$ cat src/rtl/mod5_pkg.sv
// Shared types and the mod-5 step function for the serial divisible-by-5 link.
// Used by mod5_serial_tx and mod5_rem_tracker.
package mod5_pkg;

  localparam int REM_W = 3;

  typedef enum logic [1:0] {
    IDLE  = 2'd0,
    SHIFT = 2'd1,
    GAP   = 2'd2
  } state_t;

  // (2*rem + bit_in) % 5 using a single compare/subtract; rem 5..7 cannot occur and fold to 0
  function automatic logic [REM_W-1:0] mod5_step(input logic [REM_W-1:0] rem,
                                                 input logic             bit_in);
    logic [REM_W:0] acc;
    acc = {rem, bit_in};
    if (rem > 3'd4) begin
      acc = '0;
    end else if (acc >= 4'd5) begin
      acc = acc - 4'd5;
    end
    return acc[REM_W-1:0];
  endfunction

endpackage

$ cat src/rtl/mod5_rem_tracker.sv
// Running remainder mod 5 of an MSB-first bit stream.
// rem is the remainder of bits already consumed; rem_next includes the presented bit.
module mod5_rem_tracker
  import mod5_pkg::*;
(
  input  logic             clk,
  input  logic             rst_n,
  input  logic             clear,
  input  logic             step,
  input  logic             bit_in,
  output logic [REM_W-1:0] rem,
  output logic [REM_W-1:0] rem_next
);

  logic [REM_W-1:0] rem_q;
  logic [REM_W-1:0] rem_d;

  assign rem_next = mod5_step(rem_q, bit_in);
  assign rem      = rem_q;

  // A new frame loading in the same cycle as the previous LSB must start from zero
  always_comb begin
    rem_d = rem_q;
    if (clear) begin
      rem_d = '0;
    end else if (step) begin
      rem_d = rem_next;
    end
  end

  always_ff @(posedge clk) begin
    if (!rst_n) begin
      rem_q <= '0;
    end else begin
      rem_q <= rem_d;
    end
  end

endmodule

$ cat src/rtl/mod5_serial_tx.sv
// MSB-first serialiser with frame markers, done pulse and optional running mod-5 tracking.
// Define MOD5_CHECK_EN to build the remainder tracker, exp_div and word_rem.
module mod5_serial_tx
  import mod5_pkg::*;
#(
  parameter int WIDTH      = 8,
  parameter int GAP_CYCLES = 0
) (
  input  logic             clk,
  input  logic             rst_n,
  input  logic             in_valid,
  input  logic [WIDTH-1:0] in_data,
  output logic             in_ready,
  output logic             serial_out,
  output logic             ser_valid,
  output logic             ser_first,
  output logic             ser_last,
  output logic             exp_div,
  output logic             done,
  output logic [REM_W-1:0] word_rem
);

  localparam int               CNT_W   = $clog2(WIDTH);
  localparam logic [CNT_W-1:0] CNT_TOP = CNT_W'(WIDTH - 1);
  localparam logic [7:0]       GAP_TOP = 8'((GAP_CYCLES > 0) ? GAP_CYCLES - 1 : 0);

  state_t           state_q, state_d;
  logic [WIDTH-1:0] shreg_q, shreg_d;
  logic [CNT_W-1:0] cnt_q, cnt_d;
  logic [7:0]       gap_q, gap_d;
  logic             valid_q, valid_d;
  logic             first_q, first_d;
  logic             last_q, last_d;
  logic             done_q, done_d;
  logic             accept;
  logic             load;

  // Held low during reset so nothing looks accepted while rst_n is asserted
  assign in_ready = rst_n && ((state_q == IDLE) ||
                              ((GAP_CYCLES == 0) && (state_q == SHIFT) && (cnt_q == '0)));
  assign accept   = in_ready && in_valid;

  always_comb begin
    state_d = state_q;
    shreg_d = shreg_q;
    cnt_d   = cnt_q;
    gap_d   = gap_q;
    done_d  = 1'b0;
    load    = 1'b0;

    case (state_q)
      IDLE: begin
        load = accept;
      end
      SHIFT: begin
        shreg_d = shreg_q << 1;
        cnt_d   = cnt_q - 1'b1;
        if (cnt_q == '0) begin
          done_d = 1'b1;
          cnt_d  = '0;
          if (GAP_CYCLES > 0) begin
            state_d = GAP;
            gap_d   = GAP_TOP;
          end else if (accept) begin
            load = 1'b1;
          end else begin
            state_d = IDLE;
          end
        end
      end
      GAP: begin
        if (gap_q == '0) begin
          state_d = IDLE;
        end else begin
          gap_d = gap_q - 1'b1;
        end
      end
      default: begin
        state_d = IDLE;
      end
    endcase

    if (load) begin
      shreg_d = in_data;
      cnt_d   = CNT_TOP;
      state_d = SHIFT;
    end

    // Frame markers are registered from the next-state view so they line up with serial_out
    valid_d = (state_d == SHIFT);
    first_d = valid_d && (cnt_d == CNT_TOP);
    last_d  = valid_d && (cnt_d == '0);
  end

  always_ff @(posedge clk) begin
    if (!rst_n) begin
      state_q <= IDLE;
      shreg_q <= '0;
      cnt_q   <= '0;
      gap_q   <= '0;
      valid_q <= 1'b0;
      first_q <= 1'b0;
      last_q  <= 1'b0;
      done_q  <= 1'b0;
    end else begin
      state_q <= state_d;
      shreg_q <= shreg_d;
      cnt_q   <= cnt_d;
      gap_q   <= gap_d;
      valid_q <= valid_d;
      first_q <= first_d;
      last_q  <= last_d;
      done_q  <= done_d;
    end
  end

  // Shifting in zeros keeps the MSB flop at 0 whenever no frame is on the wire
  assign serial_out = shreg_q[WIDTH-1];
  assign ser_valid  = valid_q;
  assign ser_first  = first_q;
  assign ser_last   = last_q;
  assign done       = done_q;

`ifdef MOD5_CHECK_EN
  logic [REM_W-1:0] rem_cur;
  logic [REM_W-1:0] rem_next;
  logic [REM_W-1:0] word_rem_q, word_rem_d;

  mod5_rem_tracker u_rem_tracker (
    .clk      (clk),
    .rst_n    (rst_n),
    .clear    (load),
    .step     (valid_q),
    .bit_in   (shreg_q[WIDTH-1]),
    .rem      (rem_cur),
    .rem_next (rem_next)
  );

  // Combinational in the bit's own cycle so it matches a receiver flagging after that bit
  assign exp_div = valid_q && (mod5_step(rem_cur, shreg_q[WIDTH-1]) == '0);

  always_comb begin
    word_rem_d = word_rem_q;
    if (done_d) begin
      word_rem_d = rem_next;
    end
  end

  always_ff @(posedge clk) begin
    if (!rst_n) begin
      word_rem_q <= '0;
    end else begin
      word_rem_q <= word_rem_d;
    end
  end

  assign word_rem = word_rem_q;
`else
  assign exp_div  = 1'b0;
  assign word_rem = '0;
`endif

endmodule
$ cat config.mk
export PLATFORM = sky130hd
export DESIGN_NAME = mod5_serial_tx
export DESIGN_NICKNAME = d
export VERILOG_FILES = /design/src/rtl/mod5_pkg.sv /design/src/rtl/mod5_rem_tracker.sv /design/src/rtl/mod5_serial_tx.sv
export SDC_FILE = /design/constraint.sdc
export NUM_CORES = 1
export LEC_CHECK = 0
export BUFFER_PORTS_ARGS = -buffer_cell sky130_fd_sc_hd__buf_2
export CAP_MARGIN = 15
export CORE_MARGIN = 3
export CORE_UTILIZATION = 45
export DETAILED_ROUTE_END_ITERATION = 10
export PLACE_DENSITY = 0.72
export SLEW_MARGIN = 0
export SYNTH_ARGS = -nofsm -noshare
export SYNTH_HDL_FRONTEND = slang
export SYNTH_SLANG_ARGS = --single-unit
$ cat constraint.sdc
create_clock -name clk -period 3.9 [get_ports clk]
set_input_delay 0.585 -clock clk [delete_from_list [all_inputs] [get_ports clk]]
set_output_delay 0.585 -clock clk [all_outputs]
set_load 0.005 [all_outputs]
# --- Word-level counts from Yosys, hierarchy flattened ---
# Index checks and enable logic that the tools add are counted.
totals:
  inputBits: 11
  reg_bits: 25
  out_inout_bits: 10
  word_cells: 42
classes:
  n_mux: 14
  eq_ne: 4
  n_addsub: 2
  bitwise_logic: 1
  reduce_logical: 13
ops:
  columns: ["operator", "n"]
  rows:
  - ["$mux 8", 2]
  - ["$mux 3", 3]
  - ["$logic_not 8->1", 1]
  - ["$mux 2", 4]
  - ["$sub 8x1->8 const B", 1]
  - ["$logic_not 3->1", 2]
  - ["$pmux 2 s3", 1]
  - ["$logic_and 1x1->1", 5]
  - ["$eq 2x1->1 const B", 2]
  - ["$reduce_and 2->1", 2]
  - ["$eq 3x3->1 const B", 1]
  - ["$mux 1", 3]
  - ["$sub 3x1->3 const B", 1]
  - ["$eq 2x2->1 const B", 1]
  - ["$logic_not 2->1", 1]
  - ["$pmux 1 s2", 1]
  - ["$reduce_bool 2->1", 1]
  - ["$logic_or 1x1->1", 1]
  - ["$not 1->1", 1]

# --- Longest topological paths before layout ---
# Gate-level depths: netlist of run 1.
logic_depth:
  depth_word: 11
  ltp_mapped: 6
  ltp_nobuf: 5

# --- Worst setup path after synthesis of run 1 ---
# No wires, ideal clock.
synth_timing:
  kind: "flip-flop to flip-flop"
  start: "register gap_q[0]"
  end: "register gap_q[2]"
  required_time_ns: 3.783
  arrival_time_ns: 1.621
  setup_slack_ns: 2.162
  stages_incl_launch_ff: 6
  setup_time_ns: 0.117
  n_path_buf: 0
  period_less_slack_ns: 1.738
  cell_sequence: "dfxtp_1 > inv_1 > ha_1 > or4b_2 > o211a_1 > a32o_1"
synth_via:
  elab_chain_len: 3
  word_cells_on_any_way: 4
  cone_classes: "add/sub: 1; bitwise: 1; reduce/logical: 2"
synth_rtl:
  columns: ["item", "line", "source"]
  rows:
  - ["start: declaration", "mod5_serial_tx.sv:30", "logic [7:0] gap_q, gap_d;"]
  - ["start signal: assignment", "mod5_serial_tx.sv:109", "gap_q <= gap_d;"]
  - ["parallel branches: the longest is 3 deep, another holds $sub 8x1->8", null, null]
# Parallel ways; which one is timed is not known.
# A chain may end at the register's enable or synchronous reset.

# --- Worst setup path in the final report of run 1 ---
layout_timing:
  start: "register cnt_q[0]"
  end: "output in_ready"
layout_via:
  elab_chain_len: 4
layout_rtl:
  columns: ["item", "line", "source"]
  rows:
  - ["start: declaration", "mod5_serial_tx.sv:29", "logic [CNT_W-1:0] cnt_q, cnt_d;"]
  - ["start signal: assignment", "mod5_serial_tx.sv:108", "cnt_q <= cnt_d;"]
  - ["$logic_not 3->1", "mod5_serial_tx.sv:40", "((GAP_CYCLES == 0) && (state_q == SHIFT) && (cnt_q == '0)));"]
  - ["$logic_and 1x1->1", "mod5_serial_tx.sv:40", null]
  - ["$logic_or 1x1->1", "mod5_serial_tx.sv:39", "assign in_ready = rst_n && ((state_q == IDLE) ||"]
  - ["$logic_and 1x1->1", "mod5_serial_tx.sv:39", null]
  - ["end: declaration", "mod5_serial_tx.sv:13", "output logic in_ready,"]
# Every way passes these cells.

==> results of run 1 <==
## critical path, stage by stage, from the launching register on
cell and delay, ps:
dfxtp_1 440, nor2_1 90, ha_1 230, nor2b_1 530, nor2_1 100, buf_2 150
## power by group through the flow
| stage | sequential, mW | combinational [mW] | clock [mW] |
|---|---|---|---|
| global route | 0.279 | 0.0711 | 0.130 |
| finish | 0.277 | 0.0632 | 0.118 |
| detailed placement | 0.282 | 0.0632 | 0 |
| global placement | 0.281 | 0.0612 | 0 |
| floorplan | 0.281 | 0.0481 | 0 |
| CTS | 0.277 | 0.0638 | 0.120 |
## worst max path at each step
| stage | depth (start not counted) | startpoint | end |
|---|---|---|---|
| 2_1_floorplan | 5 | gap_q[0]$_SDFFE_PN0P_ | gap_q[2]$_SDFFE_PN0P_ |
| 3_3_place_gp | 5 | cnt_q[0]$_SDFF_PN0_ | in_ready |
| 3_5_place_dp | 5 | cnt_q[0]$_SDFF_PN0_ | in_ready |
| 4_1_cts | 5 | cnt_q[0]$_SDFF_PN0_ | in_ready |
| 5_1_grt | 5 | cnt_q[0]$_SDFF_PN0_ | in_ready |
| 6_report | 5 | cnt_q[0]$_SDFF_PN0_ | in_ready |
## final cells by class
| type | instances | area, µm² | share of cell area [%] |
|---|---|---|---|
| inverter | 9 | 33.8 | 2.52 |
| multi-input combinational | 92 | 662 | 49.4 |
| tap | 30 | 37.5 | 2.80 |
| clock buffer | 4 | 26.3 | 1.96 |
| sequential | 25 | 500 | 37.3 |
| timing repair buffer | 16 | 80.1 | 5.98 |
## cells by family after synthesis
group,count (synthesis)
AOI/OAI and AO/OA,29
adders and majority gates,4
buffers and inverters,18
DFF,25
muxes,12
other,1
and+or+nand+nor,43
## flip-flops by register name, summed over array words and instances, names as in the netlist
signal	cells
cnt_q	3
gap_q	8
ser_valid	1
ser_last	1
shreg_q	8
state_q	2
done	1
ser_first	1
## cells in the final DEF, fill, tap and decap left out, drive strengths merged, types with 2 or more instances in the layout
cell	netlist	final
a211oi	8	8
a21oi	7	7
and3	2	2
buf	5	16
clkbuf	4	4
conb	1	4
dfxtp	25	25
ha	4	4
inv	8	8
mux2i	12	12
nand2	4	4
nand2b	5	5
nor2	5	5
nor2b	2	2
nor3b	2	2
nor4	7	7
o21ai	4	4
o311ai	2	2
o41ai	2	2
or3	2	2
or4	3	3
or4b	2	2
## stage by stage
| step | std cells | power [mW] | worst slack [ps] | hold slack [ps] |
|---|---|---|---|---|
| 2_1_floorplan | 135 | 0.329 | 2160 | 448 |
| 3_3_place_gp | 172 | 0.343 | 1890 | 465 |
| 3_5_place_dp | 172 | 0.345 | 1830 | 470 |
| 4_1_cts | 176 | 0.461 | 1450 | 488 |
| 5_1_grt | 176 | 0.480 | 1230 | 520 |
| 6_report | 176 | 0.458 | 1450 | 490 |
## metal layers
| layer | vias to the layer above | GRT usage (%) | share of wire, % |
|---|---|---|---|
| met4 | 0 | 5.96 | 1.4 |
| met3 | 5 | 2.63 | 3.0 |
| met1 | 480 | 18.6 | 46 |
| met2 | 16 | 25.8 | 49 |
| li1 | 508 | - | - |
| met5 | - | 0 | 0 |
==> results.json, run 1 <==
{
  "numPortBuffers": 16,
  "ys_types": 40,
  "routedWlPerCell_um": 13.7,
  "switchingPower_mw": 0.123,
  "crit_path_max_fanout": 11,
  "grt_max_degree": 16,
  "cts_resized": 0,
  "min_path_type": "flop to flop",
  "yosysMostFrequentCell": "dfxtp_1",
  "rsz0062_at_grt": "false",
  "syn_inst": 132,
  "routed_wl_um": 2410,
  "muxShareOfSynthArea_pct": 9.73,
  "netlist_area_um2": 1230,
  "post_cts_buffers": 0,
  "synth_compound_area_share_pct": 16.8,
  "synthAdderAreaFrac_pct": 4.05,
  "first_pass_iters": 4,
  "setup_viol": 0,
  "n_antenna_cell": 0,
  "clk_latency_ps": 320,
  "cts_tree": "yes",
  "drc": 0,
  "grt_usage_pct": 15.1,
  "r2r_start": "gap_q[0]$_SDFFE_PN0P_",
  "die_area_um2": 3410,
  "synth_top_area_share_pct": 40.5,
  "skew_ps": 10.6,
  "intPower_mw": 0.335,
  "cts.clk_slew.worst_paths_ps": 140,
  "ys.flop_type": "dfxtp_1",
  "seqPwrFrac_pct": 60.4,
  "powerDensity_nw_per_um2": 342,
  "p_sw_share_pct": 26.8,
  "seq_area_frac_synth_pct": 40.5,
  "worstSetupPathType": "flop to primary output",
  "status": "completed",
  "ir_drop_uv": 163,
  "initial_core_util_pct": 48.5,
  "nFillCells": 249,
  "core_um2": 2540,
  "clock_sinks": 25,
  "reg2reg_depth": 5,
  "drtIter0Drc": 45,
  "ys_warn_count": 0,
  "rr_endpoint": "gap_q[2]$_SDFFE_PN0P_",
  "critPathArrivalTime_ps": 1860,
  "power_frac_clock_pct": 25.8,
  "synth_common_cells": "dfxtp_1, mux2i_1, a211oi_1, inv_1",
  "synth_seq_cells": 25,
  "grt_pass1_vias": 929,
  "synth_top_family_by_area": "simple AND/OR/NAND/NOR gates",
  "synth_area_leaders": "dfxtp_1, mux2i_1, a211oi_1",
  "antenna_left": 0,
  "hold_end": "gap_q[1]$_SDFFE_PN0P_",
  "dpl.hpwl_um": 1730,
  "end_kind": "primary output",
  "place_area_um2": 1310,
  "grt_pass1_wl_um": 4010,
  "nets": 162,
  "overflow": 0,
  "cts_max_level": 1,
  "post-route-util_pct": 52.7,
  "final_cell_area_um2": 1340,
  "yosys.area_share.simple_pct": 21.8,
  "syn_area_per_cell_um2": 9.36,
  "worstMarginPinSlew_ps": 653,
  "pwr-share-comb_pct": 13.8,
  "cts_root_buf": "clkbuf_4",
  "synth_xor_xnor_area_share_pct": 0,
  "hold_violations": 0,
  "hold_start": "gap_q[1]$_SDFFE_PN0P_",
  "clk_path_buf_depth": 2,
  "holdBufCountCts": 0,
  "antenna_found_initial": 0,
  "holdPathStages": 2,
  "slew_headroom_pct": 56.4,
  "cap_violations": 0,
  "reg2reg_setup_slack_ps": 2000,
  "leakagePower_nw": 0.577,
  "async_reset_ff_share_pct": 0,
  "globalplace.congestion": 0.787,
  "die_y_um": 58.4,
  "vias": 1009,
  "synth_top_area_cell": "dfxtp_1",
  "cts_made_buffers": 3,
  "cp_data_required_time_ps": 3310,
  "fin_crit_sh_pct": 62.8,
  "fin_crit_ps": 2450,
  "areaGrowthSynthToFinish_pct": 8.51,
  "slew_viol_final": 0,
  "synth-edff-count": 0,
  "viasPerCell": 5.73,
  "die_w_um": 58.4,
  "rows": 18,
  "clock.fmax_mhz": 408,
  "final.setup.tns_ps": 0,
  "start_kind": "flop",
  "io_pins": 21,
  "drive_above_1_share_pct": 15.8
}
Power figures use the tool's default switching activity.
==> run 2: changes to the inputs <==
Clock period 3.9 ns to 2.42 ns, I/O delays scaled along.
==> run 2 against run 1 <==
  * Sequential power grew 61%
  * Worst hold slack lost 200 ps
  * Critical path depth grew 1
  * Largest cell class unchanged
==> results.json, run 2 (same netlist as run 1, synthesis figures left out) <==
{
  "status": "completed",
  "die_area_um2": 3410,
  "cts_root_buf": "clkbuf_4",
  "drtIter0Drc": 51,
  "cap_violations": 0,
  "nets": 163,
  "rows": 18,
  "clock_sinks": 25,
  "cts_made_buffers": 3,
  "slew_headroom_pct": 56.8,
  "dpl.hpwl_um": 1720,
  "initial_core_util_pct": 48.5,
  "vias": 1007,
  "min_path_type": "input port to flop",
  "gr-usage-met1_pct": 18.9,
  "clk_path_buf_depth": 2,
  "cts.clk_slew.worst_paths_ps": 150,
  "routed_wl_um": 2420,
  "worstMarginPinSlew_ps": 648,
  "grt_pass1_wl_um": 4100,
  "numPortBuffers": 16,
  "post_cts_buffers": 0,
  "ir_drop_uv": 327,
  "finalNonFillerCells": 177,
  "rsz0062_at_grt": "false",
  "gr-usage-met3_pct": 2.63,
  "busiest_layer": "met2",
  "core_um2": 2540,
  "n_antenna_cell": 0,
  "end_kind": "primary output",
  "grtUsageMet2_pct": 26.6,
  "final_cell_mix": "dfxtp_1, buf_2, mux2i_1",
  "fin_crit_sh_pct": 80.6,
  "overflow": 0,
  "worstSetupPathType": "flop to primary output",
  "crit_path_max_fanout": 11,
  "grt_usage_pct": 15.2,
  "grt_max_degree": 16,
  "dp.cells": 173,
  "reg_top3": "gap_q x8, shreg_q x8, cnt_q x3",
  "cp_data_required_time_ps": 2060,
  "slew_viol_final": 0,
  "grt_pass1_vias": 964,
  "clk_latency_ps": 320,
  "hold_violations": 0,
  "holdBufCountCts": 0,
  "areaGrowthSynthToFinish_pct": 9.22,
  "powerDensity_nw_per_um2": 548,
  "viasPerCell": 5.69,
  "antenna_found_initial": 0,
  "cts_resized": 0,
  "drive_above_1_share_pct": 17.0,
  "final_common_cell": "dfxtp_1",
  "fin_crit_ps": 1950,
  "holdWs_ps": 290,
  "leakagePower_nw": 0.585,
  "io_pins": 21,
  "critPathArrivalTime_ps": 1590,
  "final.setup.tns_ps": 0,
  "die_y_um": 58.4,
  "die_w_um": 58.4,
  "clock.fmax_mhz": 513,
  "start_kind": "flop",
  "globalplace.congestion": 0.735,
  "drc": 0,
  "cts_max_level": 1,
  "antenna_left": 0,
  "cts_tree": "yes",
  "routedWlPerCell_um": 13.7,
  "setup_viol": 0,
  "first_pass_iters": 4,
  "skew_ps": 12.8
}
run 2: per-stage QoR:
step | power, mW | worst slack (ps) | util, % | cell area, µm²
after detailed placement | 0.559 | 570 | 51.9 | 1320
final | 0.740 | 470 | 53.0 | 1350
after global routing | 0.782 | 296 | 53.0 | 1350
after global placement | 0.555 | 638 | 51.9 | 1320
after CTS | 0.746 | 463 | 53.0 | 1350
after floorplan | 0.530 | 682 | - | 1250
run 2: cell type report:
type / instances / area, µm²
clock buffer: 3 / 22.5
inverter: 9 / 33.8
timing repair buffer: 17 / 87.6
clock inverter: 1 / 5.00
multi-input combinational: 92 / 662
fill: 235 / 1200
sequential: 25 / 500
tap: 30 / 37.5
run 2: final timing paths:
check / from / to / slack [ps] / depth (start not counted)
max: cnt_q[0]$_SDFF_PN0_ / in_ready / 470 / 6
min: in_data[0] / shreg_q[0]$_SDFFE_PN0P_ / 290 / 3
max reg2reg: gap_q[0]$_SDFFE_PN0P_ / gap_q[2]$_SDFFE_PN0P_ / 550 / 5
min reg2reg: gap_q[0]$_SDFFE_PN0P_ / gap_q[0]$_SDFFE_PN0P_ / 500 / 2
run 2: metal layers:
layer	vias up	part of all wire [%]
li1	514	-
met1	478	48
met2	13	48
met3	2	2.8
met4	0	0.91
met5	-	0
run 2: report_power, final:
part           total (mW)  internal [mW]  switching [mW]  leakage, nW
clock               0.190         0.0619           0.128       0.0177
combinational       0.103         0.0453          0.0580        0.363
sequential          0.446          0.432          0.0142        0.204
run 2: worst max-delay path: stages (launching register included):
cell	delay (ps)
dfxtp_1	450
nor2_1	90
ha_1	230
nor2b_1	120
buf_4	180
nor2_1	60
buf_2	130
==> run 3: changes to the inputs <==
Settings changed: ABC_AREA from default to 1, PLACE_DENSITY 0.72 to 0.75.
Clock period 2.42 ns to 1.7 ns, I/O delays scaled along.
==> run 3 against run 2 <==
  * Critical path depth grew 1
  * Final cell count grew 25%
  * Flip-flop and latch count is the same
  * First-iteration DRC count shrank 35%
  * Design area grew 1.5%
  * Routed wire length shrank 1.9%
  * Critical path type unchanged
  * Largest cell class unchanged
==> results.json, run 3 <==
{
  "die_w_um": 58.2,
  "clock.fmax_mhz": 617,
  "synth_common_cells": "nand2_1, dfxtp_1, inv_1",
  "min_path_type": "input port to flop",
  "syn_area_per_cell_um2": 7.09,
  "setup_viol": 0,
  "holdWs_ps": 136,
  "core_um2": 2540,
  "final_common_cell": "nand2_1",
  "intPower_mw": 0.771,
  "crit_path_max_fanout": 4,
  "cts_max_level": 1,
  "place_area_um2": 1320,
  "powerDensity_nw_per_um2": 773,
  "cap_violations": 0,
  "cts_made_buffers": 3,
  "synth-edff-count": 0,
  "clock_sinks": 25,
  "p_sw_share_pct": 27.1,
  "leakagePower_nw": 0.638,
  "areaGrowthSynthToFinish_pct": 11.6,
  "viasPerCell": 4.88,
  "skew_ps": 4.18,
  "synth_seq_cells": 25,
  "ys_warn_count": 0,
  "dpl.hpwl_um": 1680,
  "synth_area_leaders": "dfxtp_1, nand2_1, a21oi_1",
  "nets": 208,
  "final.setup.tns_ps": 0,
  "syn_inst": 173,
  "power_mw": 1.06,
  "power_frac_clock_pct": 24.9,
  "drc": 0,
  "die_area_um2": 3390,
  "clk_latency_ps": 320,
  "finalNonFillerCells": 222,
  "start_kind": "flop",
  "drtIter0Drc": 33,
  "numPortBuffers": 16,
  "end_kind": "primary output",
  "vias": 1083,
  "ir_drop_uv": 676,
  "drive_above_1_share_pct": 18.2,
  "rsz0062_at_grt": "false",
  "grt_pass1_wl_um": 3960,
  "cts_tree": "yes",
  "rows": 18,
  "synth_top_area_share_pct": 40.8,
  "clk_path_buf_depth": 2,
  "cp_data_required_time_ps": 1440,
  "seqPwrFrac_pct": 60.0,
  "slew_viol_final": 0,
  "routedWlPerCell_um": 10.7,
  "ys_types": 23,
  "yosysMostFrequentCell": "nand2_1",
  "globalplace.congestion": 0.793,
  "ys.flop_type": "dfxtp_1",
  "nFillCells": 250,
  "grt_usage_pct": 14.9,
  "switchingPower_mw": 0.287,
  "cts.clk_slew.worst_paths_ps": 130,
  "reg_top3": "gap_q x8, shreg_q x8, cnt_q x3",
  "die_y_um": 58.2,
  "initial_core_util_pct": 48.2,
  "worstSetupPathType": "flop to primary output",
  "hold_violations": 0,
  "antenna_found_initial": 0,
  "pwr-share-comb_pct": 15.1,
  "final_cell_mix": "nand2_1, dfxtp_1, inv_1",
  "post-route-util_pct": 53.8,
  "overflow": 0,
  "n_antenna_cell": 0,
  "fin_crit_sh_pct": 95.3,
  "antenna_left": 0,
  "io_pins": 21,
  "grt_max_degree": 19,
  "dp.cells": 217,
  "synth_top_area_cell": "dfxtp_1",
  "seq_area_frac_synth_pct": 40.8,
  "status": "completed",
  "final_cell_area_um2": 1370,
  "netlist_area_um2": 1230,
  "setup_ws_ps": 80.3,
  "grt_pass1_vias": 978,
  "fin_crit_ps": 1620,
  "cts_root_buf": "clkbuf_4",
  "place_ws_ps": 168,
  "critPathArrivalTime_ps": 1360,
  "routed_wl_um": 2380,
  "async_reset_ff_share_pct": 0,
  "first_pass_iters": 4
}
[run 3: cell count changes after synthesis, sizes merged, moves of 8 or more]
cell    before  now
mux2i       12    0
nand2        4   52
nor2         5   21
inv          8   19
a211oi       8    0
[run 3: final cells by class]
| cell class | count | area [µm²] | share of cell area, % |
|---|---|---|---|
| Timing Repair Buffer | 18 | 95.1 | 6.95 |
| Inverter | 19 | 71.3 | 5.21 |
| Sequential cell | 25 | 505 | 36.9 |
| Clock buffer | 4 | 26.3 | 1.92 |
| Multi-Input combinational cell | 126 | 633 | 46.3 |
| Tap cell | 30 | 37.5 | 2.74 |
[run 3: per-layer routing]
layer	global-route usage (%)	vias up	wire length, µm
met2	25.6	29	1130
met1	18.0	471	1080
li1	-	581	-
met3	4.68	2	158
met4	3.64	0	10
met5	0	-	0
[run 3: path summary, 6_finish.rpt]
path,startpoint,endpoint,slack (ps),depth (start not counted)
setup / recovery,cnt_q[0]$_SDFF_PN0_,in_ready,80,7
hold reg to reg,shreg_q[6]$_SDFFE_PN0P_,shreg_q[6]$_SDFFE_PN0P_,480,2
hold / removal,in_data[1],shreg_q[1]$_SDFFE_PN0P_,140,2
setup reg to reg,cnt_q[0]$_SDFF_PN0_,ser_first$_SDFF_PN0_,250,8
[run 3: cells by family after synthesis]
group,synth area share [%]
AOI/OAI and AO/OA,13.7
xor gates and xnor gates,2.14
adders and majority gates,4.08
buffers and inverters,9.49
and+or+nand+nor,29.5
DFF,40.8
other,0.306
[run 3: repair_timing]
| action | CTS | global route |
|---|---|---|
| pin swaps | 0 | 2 |
| setup endpoints to repair | 1 | 2 |
| resized for setup | 1 | 7 |
| buffers inserted | 0 | 1 |
| hold buffers | 0 | 0 |
| gates cloned | 0 | 0 |
[run 3: power groups by stage]
stage / clock [mW] / sequential, mW / combinational [mW]
after floorplan: 0 / 0.642 / 0.111
after global placement: 0 / 0.642 / 0.144
after detailed placement: 0 / 0.644 / 0.149
after CTS: 0.271 / 0.632 / 0.151
final: 0.263 / 0.634 / 0.160
after global routing: 0.293 / 0.637 / 0.182
[run 3: critical path, stage by stage (launching register included)]
cell and delay, ps:
dfxtp_4 370, nor2_4 120, ha_2 180, inv_2 40, nand2_2 100, inv_1 50, nor2_1 70, buf_2 110
